===== config.mk =====
export PLATFORM = sky130hd
export DESIGN_NAME = lanzador_captura_rizado
export DESIGN_NICKNAME = d
export VERILOG_FILES = /design/src/rtl/lanzador_captura_rizado.sv
export SDC_FILE = /design/constraint.sdc
export NUM_CORES = 1
export LEC_CHECK = 0
export BUFFER_PORTS_ARGS = -buffer_cell sky130_fd_sc_hd__buf_4
export CAP_MARGIN = 20
export CORE_UTILIZATION = 50
export CTS_CLUSTER_SIZE = 12
export DETAILED_ROUTE_END_ITERATION = 12
export GPL_TIMING_DRIVEN = 0
export PLACE_DENSITY = 0.95
export SLEW_MARGIN = 20
export SYNTH_ARGS = -nofsm -noshare
export SYNTH_HDL_FRONTEND = slang
export SYNTH_SLANG_ARGS = --single-unit

===== constraint.sdc =====
create_clock -name clk -period 4.2 [get_ports clk]
set_input_delay 0.21 -clock clk [delete_from_list [all_inputs] [get_ports clk]]
set_output_delay 0.21 -clock clk [all_outputs]
set_load 0.02 [all_outputs]

===== src/rtl/lanzador_captura_rizado.sv =====
// Operand-launch / result-capture stage around an external WIDTH-bit
// ripple-carry adder. Operands are registered and held static between
// launches, the stage waits SETTLE cycles for the carry to ripple, then
// captures sum and carry and offers them on a valid/ready handshake.
//
// Build option: define RIZADO_ACUM_EN for accumulate mode, where the adder's
// A operand is fed back from the last captured sum instead of in_a.
module lanzador_captura_rizado #(
  parameter int WIDTH  = 8,
  parameter int SETTLE = 2,
  parameter int CNT_W  = 4
) (
  input  logic             clk,
  input  logic             reset,
  input  logic             in_valid,
  output logic             in_ready,
  input  logic [WIDTH-1:0] in_a,
  input  logic [WIDTH-1:0] in_b,
  input  logic             in_ci,
  output logic [WIDTH-1:0] add_a,
  output logic [WIDTH-1:0] add_b,
  output logic             add_ci,
  input  logic [WIDTH-1:0] add_s,
  input  logic             add_co,
  output logic             out_valid,
  input  logic             out_ready,
  output logic [WIDTH-1:0] out_s,
  output logic             out_co,
  output logic             busy
);

  // The settle counter must be able to hold SETTLE-1, and zero cycles of
  // settling would sample the adder in the same cycle its operands change.
  if (SETTLE < 1 || SETTLE > (2**CNT_W) - 1) begin : g_bad_settle
    $error("lanzador_captura_rizado: SETTLE=%0d outside 1..%0d", SETTLE, (2**CNT_W) - 1);
  end

  typedef enum logic [1:0] {
    S_IDLE   = 2'd0,
    S_SETTLE = 2'd1,
    S_HOLD   = 2'd2
  } state_t;

  state_t             state_q, state_d;
  logic [CNT_W-1:0]   cnt_q, cnt_d;
  logic [WIDTH-1:0]   a_q, a_d;
  logic [WIDTH-1:0]   b_q, b_d;
  logic               ci_q, ci_d;
  logic [WIDTH-1:0]   s_q, s_d;
  logic               co_q, co_d;
  logic               vld_q, vld_d;

  logic               accept;
  logic               capture;
  logic               hand_off;

  assign accept   = (state_q == S_IDLE) && in_valid;
  assign capture  = (state_q == S_SETTLE) && (cnt_q == '0);
  assign hand_off = (state_q == S_HOLD) && out_ready;

  // State and settle counter; reset aborts any operation in flight.
  always_ff @(posedge clk or posedge reset) begin
    if (reset) begin
      state_q <= S_IDLE;
      cnt_q   <= '0;
    end else begin
      state_q <= state_d;
      cnt_q   <= cnt_d;
    end
  end

  // Next state: IDLE -> SETTLE on accept, SETTLE -> HOLD when the count expires,
  // HOLD -> IDLE when the consumer takes the result.
  always_comb begin
    state_d = state_q;
    cnt_d   = cnt_q;
    unique case (state_q)
      S_IDLE: begin
        if (in_valid) begin
          state_d = S_SETTLE;
          cnt_d   = CNT_W'(SETTLE - 1);
        end
      end
      S_SETTLE: begin
        if (cnt_q == '0) begin
          state_d = S_HOLD;
        end else begin
          cnt_d = cnt_q - CNT_W'(1);
        end
      end
      S_HOLD: begin
        if (out_ready) begin
          state_d = S_IDLE;
        end
      end
      default: state_d = S_IDLE;
    endcase
  end

  // Handshake outputs decode straight from state.
  always_comb begin
    in_ready = (state_q == S_IDLE);
    busy     = (state_q != S_IDLE);
  end

  // Operand and result registers: operands move only on accept so the adder
  // sees no toggling between real operations; results move only on capture.
  always_comb begin
    a_d   = a_q;
    b_d   = b_q;
    ci_d  = ci_q;
    s_d   = s_q;
    co_d  = co_q;
    vld_d = vld_q;
    if (accept) begin
`ifdef RIZADO_ACUM_EN
      a_d = s_q;
`else
      a_d = in_a;
`endif
      b_d  = in_b;
      ci_d = in_ci;
    end
    if (capture) begin
      s_d   = add_s;
      co_d  = add_co;
      vld_d = 1'b1;
    end
    if (hand_off) begin
      vld_d = 1'b0;
    end
  end

`ifdef RIZADO_ACUM_EN
  // in_a has no consumer in accumulate mode; the port stays for a uniform pinout.
  logic unused_in_a;
  assign unused_in_a = ^in_a;
`endif

  // Register bank for operands and captured result, cleared by reset.
  always_ff @(posedge clk or posedge reset) begin
    if (reset) begin
      a_q   <= '0;
      b_q   <= '0;
      ci_q  <= 1'b0;
      s_q   <= '0;
      co_q  <= 1'b0;
      vld_q <= 1'b0;
    end else begin
      a_q   <= a_d;
      b_q   <= b_d;
      ci_q  <= ci_d;
      s_q   <= s_d;
      co_q  <= co_d;
      vld_q <= vld_d;
    end
  end

  assign add_a     = a_q;
  assign add_b     = b_q;
  assign add_ci    = ci_q;
  assign out_s     = s_q;
  assign out_co    = co_q;
  assign out_valid = vld_q;

endmodule

## Word-level counts from Yosys, hierarchy flattened

Cells that the tools add are included.

| operators by class | value |
|---|---|
| add/sub/neg operators | 1 |
| eq/ne operators | 6 |
| mux-type cells | 9 |
| reductions and logical operators | 10 |

Operator list:

| operator | count |
|---|---|
| 4-bit 2-to-1 mux | 2 |
| 4-bit case mux with 2 select lines | 1 |
| 2-bit 2-to-1 mux | 3 |
| 2-bit inequality test, second input constant | 3 |
| 2-bit case mux with 3 select lines | 1 |
| 3-bit AND reduction | 2 |
| 2-bit nonzero test | 3 |
| 4-bit zero test | 1 |
| 4-bit by 1-bit subtractor with 4-bit output, second input constant | 1 |
| 1-bit logical AND | 3 |
| 2-bit by 1-bit == test with 1-bit output, second input constant | 1 |
| 2-bit == test, second input constant | 1 |
| 2-bit zero test | 1 |
| 1-bit 2-to-1 mux | 2 |
| 2-bit by 1-bit inequality test with 1-bit output, second input constant | 1 |

| storage, ports and cells | value |
|---|---|
| register bits after elaboration | 33 |
| output and inout port bits | 29 |

## Logic depth before layout (Yosys ltp)

Gate-level depths: netlist of run 1.

| logic depth | value |
|---|---|
| depth in word-level cells | 4 |
| mapped depth | 5 |
| gate-level depth less buffers | 5 |

## Worst setup path before layout of run 1

OpenSTA, ideal clock, no wires.

| path | value |
|---|---|
| kind | register -> register |
| start point | register state_q[1] |
| end point | register a_q[1], in the netlist add_a[1] |
| arrival | 1.363 ns |
| required time | 4.075 ns |
| setup slack | 2.712 ns |
| stages on the path, launching flop included | 5 |
| path buffers | 2 |
| cells stage by stage | dfrtp_1 -> buf_6 -> nor3b_4 -> buf_6 -> mux2_2 |

| on the way | value |
|---|---|
| longest elaborated chain between the ends | 2 |

RTL lines:

| what | line | RTL |
|---|---|---|
| from (decl) | 44 | `state_t state_q, state_d;` |
| from (signal assigned) | 67 | `state_q <= state_d;` |
| 2-bit zero test | 57 | `assign accept = (state_q == S_IDLE) && in_valid;` |
| 1-bit logical AND | 57 |  |
| to (signal assigned) | 143 | `a_q <= '0;` |
| to (signal assigned) | 150 | `a_q <= a_d;` |
| to (decl) | 46 | `logic [WIDTH-1:0] a_q, a_d;` |

No other way between the ends.
A chain may end at the register's enable or synchronous reset.

## Final worst setup path of run 1

| path | value |
|---|---|
| start point | register cnt_q[0] |
| end point | register cnt_q[0] |

| on the way | value |
|---|---|
| longest elaborated chain between the ends | 3 |

RTL lines:

| what | line | RTL |
|---|---|---|
| from (decl) | 45 | `logic [CNT_W-1:0] cnt_q, cnt_d;` |
| from (signal assigned) | 68 | `cnt_q <= cnt_d;` |
| 4-bit by 1-bit subtractor with 4-bit output / 4-bit zero test (equally long branches) | 88, 85 |  |
| 4-bit 2-to-1 mux / 2-bit inequality test (equally long branches) | n/a |  |
| 4-bit case mux with 2 select lines / 3-bit AND reduction (equally long branches) | n/a |  |

Several ways; a longest one is shown, not always the timed one. The select of a mux whose other input is x is not followed.

==> results of run 1 <==
## layout by cell type (no fill, tap or decap), types with 2 or more instances in the layout
| master | count |
|---|---|
| ha_1 | 2 |
| and2_1 | 2 |
| buf_2 | 2 |
| nand2_1 | 3 |
| mux2_2 | 27 |
| clkbuf_4 | 5 |
| inv_1 | 5 |
| buf_6 | 2 |
| buf_4 | 58 |
| dfrtp_1 | 33 |
## per-layer routing
metal  track usage [%]  vias to the layer above  part of all wire, %
met2              38.6                       56                   49
met3              7.50                        9                  9.5
li1                  -                      463                    -
met4              13.2                        0                  2.1
met1              21.0                      466                   40
met5                 0                        -                    0
## timing repair
action | 4_1_cts | 5_1_grt
endpoints found under the hold margin | 27 | 0
resized for setup | 0 | 0
hold buffers | 1 | 0
## worst max-delay path, cell delays in order (launching register included)
cell	delay, ns
dfrtp_1	0.37
inv_1	0.16
ha_1	0.23
nor3b_1	0.57
nor4_1	0.13
a311oi_1	0.24
## worst max path at each step
stage                                      start                    to  slack (ns)  cells after the start
after floorplan           state_q[1]$_DFFE_PP0P_  add_a[1]$_DFFE_PP0P_        2.71                      4
after global placement      cnt_q[0]$_DFFE_PP0P_  cnt_q[0]$_DFFE_PP0P_        2.58                      5
after detailed placement    cnt_q[0]$_DFFE_PP0P_  cnt_q[0]$_DFFE_PP0P_        2.48                      5
after CTS                   cnt_q[0]$_DFFE_PP0P_  cnt_q[0]$_DFFE_PP0P_        2.44                      5
after global routing        cnt_q[0]$_DFFE_PP0P_  cnt_q[0]$_DFFE_PP0P_        2.25                      5
final                       cnt_q[0]$_DFFE_PP0P_  cnt_q[0]$_DFFE_PP0P_        2.40                      5
## logic make-up (layout without fill, tap and decap cells)
group / after synthesis / after routing / synth area share, %
compound gates: 8 / 8 / 4.39
fa+ha+maj: 2 / 2 / 1.83
buf+inv: 10 / 75 / 4.02
flops: 33 / 33 / 60.3
mux: 27 / 27 / 22.2
simple gates: 15 / 15 / 7.22
## per-stage QoR
step / setup WS (ns) / util, %
after detailed placement: 2.48 / 73.0
after floorplan: 2.71 / -
after global routing: 2.25 / 75.1
final: 2.40 / 75.1
after global placement: 2.58 / 73.0
after CTS: 2.44 / 75.1
## flip-flops by register name (all words and copies together), names as in the netlist
name / flops
add_ci: 1
add_a: 8
out_co: 1
out_s: 8
state_q: 2
add_b: 8
cnt_q: 4
out_valid: 1
## layout make-up
type / count / area, um2
Timing Repair Buffer: 59 / 445
Inverter: 6 / 22.5
Multi-Input combinational cell: 52 / 488
Clock buffer: 5 / 37.5
Fill cell: 175 / 628
Sequential cell: 33 / 826
Clock inverter: 1 / 5.00
Tap cell: 30 / 37.5
Buffer: 4 / 32.5
## power breakdown
part / internal [W] / switching [W] / total [W]
registers: 0.000478 / 0.0000881 / 0.000566
logic: 0.000409 / 0.000417 / 0.000826
clock network: 0.0000580 / 0.0000986 / 0.000157
==> results.toml, run 1 <==
[outcome]
status = "complete, no violations"

[clocking]
ctsHtreeMaxLevel = 2
clock_path_buffers = 2
cts_made_buffers = 5
cts-root-buf = "clkbuf_4"
insertion_delay_ns = 0.33
clkSinkCount = 33
cts_tree = "built"
cts_setup_buffers = 0
clk_pin_slew_worst_paths_ns = 0.09

[grt]
grt_pass1_wl_um = 4250
grt_pass1_vias = 1039
grt_max_degree = 34
grt_usage_pct = 21.6
antenna_found_initial = 0
grt_overflow = 0

[synthesis]
yosysWarnings = 0
avgSynthCellArea_um2 = 14.4
syn-instance-count = 95
ys_seq_elements = 33
syn_area_um2 = 1370
yosysUniqueCellTypes = 26
synthArstFlopShare_pct = 100
synth_edf_count = 0
yosysTopAreaCell = "dfrtp_1"
synthTopCellsByArea = "dfrtp_1 60%, mux2_2 22%, ha_1 1.8%"
synthMostInstantiatedCell = "dfrtp_1"
ys_top_cells_by_count = "33 x dfrtp_1, 27 x mux2_2, 6 x inv_1"
seq_area_frac_synth_pct = 60.3
synth_top_area_share_pct = 60.3
synthesis.nets = 127
synth_ff_type = "dfrtp_1"

[layout]
fin_area_um2 = 1890
drive_gt1_share_pct = 61.9
final_cells = 190
diodes = 0
area_growth_pct = 38.4
fin_nets = 193

[worst_setup_path]
r2r_start = "cnt_q[0]$_DFFE_PP0P_"
rr_worst_depth = 5
worst_ep_required_time_ns = 4.44
rrSetupSlack_ns = 2.40
r2r_end = "cnt_q[0]$_DFFE_PP0P_"
start_kind = "flop"
setup.worst_path.end_class = "flop"
worstPathArrival_ns = 2.03
criticalPathCategory = "reg2reg"
path_max_fanout = 6

[drt]
drcViolationCount = 0
drt_iter0_drc = 3
firstDrtPassIters = 4
wl_per_cell_um = 14.8
num_vias = 994
viasPerCell = 5.23
wl_um = 2810
ant_nets = 0

[floorplanning]
io_pins = 59
design.die.area_um2 = 2950
die_y_um = 54.3
initial_utilization_pct = 54.3
core_um2 = 2520
rows = 18
die_w_um = 54.3

[sta]
tightest_slew_ns = 0.662
holdWs_ns = 0.0667
finalCriticalPeriod_ns = 1.80
tns_ns = 0
maxSlewHeadroom_pct = 55.8
period_share_pct = 42.8
finalHoldViolCount = 0
slew_viol_final = 0
grt_setup_unrepaired = "no"
finalClockSkew_ns = 0.00886
setup_viol = 0
max_freq_mhz = 557

[power_and_ir_drop]
power_w = 0.00155
peakVddDrop_uv = 540
cellPowerDensity_nw_per_um2 = 818
power_leakage_nw = 0.918

[min_path]
hp-start = "out_ready"
hold_path_depth = 2
hp-class = "in2reg"
min_to = "state_q[1]$_DFFE_PP0P_"

[placement]
placed_cell_area_um2 = 1840
portBuffers = 58
dp_hpwl_um = 2100
gp_congestion = 0.730
dp_cells = 183

[run]
max_cap_violations = 0
Note: power is estimated with default switching activity, not from simulation.
==> inputs of run 2 (changes only) <==
- ABC_AREA: not set -> 1
- CORE_UTILIZATION: 50 -> 47
- PLACE_DENSITY: 0.95 -> 0.9
- clock period: 4.2 -> 1.9 ns (I/O delays scaled with it)
==> run 2 against run 1 <==
Compared with the run above:
- the flow now finishes with violations (design-rule violations)
- synthesized cell count grew 62%
- cell count grew 42%
- clock power grew 140%
- largest cell class unchanged
- global-route usage grew 1.7 points
- non-clock buffer count grew 19
- die area grew 13%
- fmax grew 37%
- routed wire length grew 24%
- cell area grew 15%
- largest power group unchanged
==> results.toml, run 2 <==
[layout]
fillers = 203
area_growth_pct = 48.6
utilization_pct = 76.4
final_cells = 270
drive_gt1_share_pct = 36.4
fin_nets = 270
final_cell_mix = "65 x nand2_1, 58 x buf_4, 33 x dfrtp_1"
final_common_cell = "nand2_1"
diodes = 0

[outcome]
status = "finished with violations"
violations = "design-rule violations"

[clocking]
cts_tree = "built"
cts_setup_buffers = 0
ctsHoldBuffers = 19
cts_made_buffers = 5
clk_pin_slew_worst_paths_ns = 0.10
cts-root-buf = "clkbuf_4"
clock_path_buffers = 2
insertion_delay_ns = 0.33
ctsHtreeMaxLevel = 2
clkSinkCount = 33
cts_resized = 0

[worst_setup_path]
rr_worst_depth = 7
rrSetupSlack_ns = 0.59
cpMostUsedCell = "o21ai_0"
slowest_stage = "dfrtp_1"
cp_cell_sequence = "inv_1 > ha_1 > nand2_1 > nand2_4 > nand2_8 > o21ai_0 > o21ai_0"
worst_path_largest_cell_delay_ns = 0.39
crit_family = "flip-flops"
startpoint = "cnt_q[0]$_DFFE_PP0P_"
r2r_start = "cnt_q[0]$_DFFE_PP0P_"
path_max_fanout = 7
start_kind = "flop"
critical_path_buf_inv_count = 1
worst_ep_required_time_ns = 2.12
setup.worst_path.end_class = "flop"
worstPathArrival_ns = 1.53
r2r_end = "cnt_q[0]$_DFFE_PP0P_"
criticalPathCategory = "reg2reg"

[synthesis]
synthesis.nets = 186
avgSynthCellArea_um2 = 9.52
ys_top_cells_by_count = "65 x nand2_1, 33 x dfrtp_1, 16 x inv_1"
synthArstFlopShare_pct = 100
synthMostInstantiatedCell = "nand2_1"
synthTopCellsByArea = "dfrtp_1 56%, nand2_1 17%, o21ai_2 5.4%"
ys_seq_elements = 33
yosysTopAreaCell = "dfrtp_1"
syn_area_um2 = 1470
syn-instance-count = 154
yosysWarnings = 0
synth_edf_count = 0
synth_ff_type = "dfrtp_1"
synth_top_area_share_pct = 56.3
seq_area_frac_synth_pct = 56.3
yosysUniqueCellTypes = 20

[sta]
finalHoldViolCount = 0
finalClockSkew_ns = 0.00863
finalCriticalPeriod_ns = 1.31
tightest_slew_ns = 0.648
period_share_pct = 69.2
max_freq_mhz = 761
maxSlewHeadroom_pct = 56.8
setup_slack_ns = 0.586
setup_viol = 0
tns_ns = 0
slew_viol_final = 0
grt_setup_unrepaired = "no"

[placement]
dp_cells = 243
dp_hpwl_um = 2180
place_ws_ns = 0.596
portBuffers = 58
gp_congestion = 0.734

[power_and_ir_drop]
cellPowerDensity_nw_per_um2 = 1610
peakVddDrop_uv = 958
power_leakage_nw = 1.20

[floorplanning]
initial_utilization_pct = 51.4
io_pins = 59
die_y_um = 57.9
design.die.area_um2 = 3350
rows = 19
die_w_um = 57.9
core_um2 = 2850

[drt]
viasPerCell = 4.76
ant_nets = 0
num_vias = 1286
drcViolationCount = 5
wl_um = 3480
drt_iter0_drc = 47
firstDrtPassIters = 8
wl_per_cell_um = 12.9

[min_path]
min_to = "out_s[6]$_DFFE_PP0P_"
hp-start = "add_s[6]"
hold_path_depth = 3
hp-class = "in2reg"

[grt]
grt_pass1_wl_um = 5710
grt_overflow = 0
grt_usage_pct = 23.3
grt_max_degree = 34
antenna_found_initial = 0
grt_pass1_vias = 1312

[run]
max_cap_violations = 0
[run 2: how the worst max path moves through the flow]
stage / to / slack (ns) / cells after the start
after detailed placement: cnt_q[0]$_DFFE_PP0P_ / 0.60 / 7
after global routing: cnt_q[0]$_DFFE_PP0P_ / 0.45 / 7
after CTS: cnt_q[0]$_DFFE_PP0P_ / 0.58 / 7
final: cnt_q[0]$_DFFE_PP0P_ / 0.59 / 7
after global placement: cnt_q[0]$_DFFE_PP0P_ / 0.64 / 7
after floorplan: add_a[1]$_DFFE_PP0P_ / 0.65 / 6
[run 2: worst reg2reg max path: stages, from the launching register on]
cell and delay [ns]:
dfrtp_1 0.39, inv_1 0.13, ha_1 0.23, nand2_1 0.12
nand2_4 0.11, nand2_8 0.06, o21ai_0 0.06, o21ai_0 0.10
[run 2: per-stage QoR]
stage	instance area, um2	total power (W)	hold slack [ns]
2_1_floorplan	1470	0.00240	0.181
3_3_place_gp	1940	0.00303	0.290
3_5_place_dp	1940	0.00309	0.240
4_1_cts	2180	0.00349	0.00215
5_1_grt	2180	0.00374	0.00252
6_report	2180	0.00350	0.00295
[run 2: cell type report]
| class | count | area (um2) | share of cell area, % |
|---|---|---|---|
| Buffer | 5 | 56.3 | 2.58 |
| Clock buffer | 8 | 48.8 | 2.24 |
| Inverter | 18 | 67.6 | 3.10 |
| Multi-Input combinational cell | 98 | 517 | 23.7 |
| Sequential cell | 33 | 826 | 37.9 |
| Tap cell | 31 | 38.8 | 1.78 |
| Timing Repair Buffer | 77 | 626 | 28.7 |
[run 2: cells by family (layout without fill, tap and decap cells)]
logic type               after synthesis  count (layout)  synth area share (%)
AO/OA/AOI/OAI                         15              15                  8.70
XOR/XNOR                               1               1                 0.597
adder cells (fa/ha/maj)                2               2                  1.71
buffers and inverters                 23             108                  8.45
flip-flops                            33              33                  56.3
AND/OR/NAND/NOR                       80              80                  24.2
[run 2: power breakdown]
group | switching [W] | internal [W] | total (W) | leakage [nW]
sequential | 0.000202 | 0.00103 | 0.00123 | 0.408
clock | 0.000223 | 0.000147 | 0.000371 | 0.0265
combinational | 0.00109 | 0.000804 | 0.00190 | 0.766
total | 0.00152 | 0.00198 | 0.00350 | 1.20
[run 2: layer usage]
layer | part of all wire (%) | vias up | track usage (%) | wire length, um
li1 | - | 630 | - | -
met1 | 38 | 589 | 25.4 | 1330
met2 | 52 | 55 | 40.7 | 1810
met3 | 6.2 | 12 | 7.37 | 217
met4 | 3.6 | 0 | 11.6 | 125
met5 | 0 | - | 0 | 0
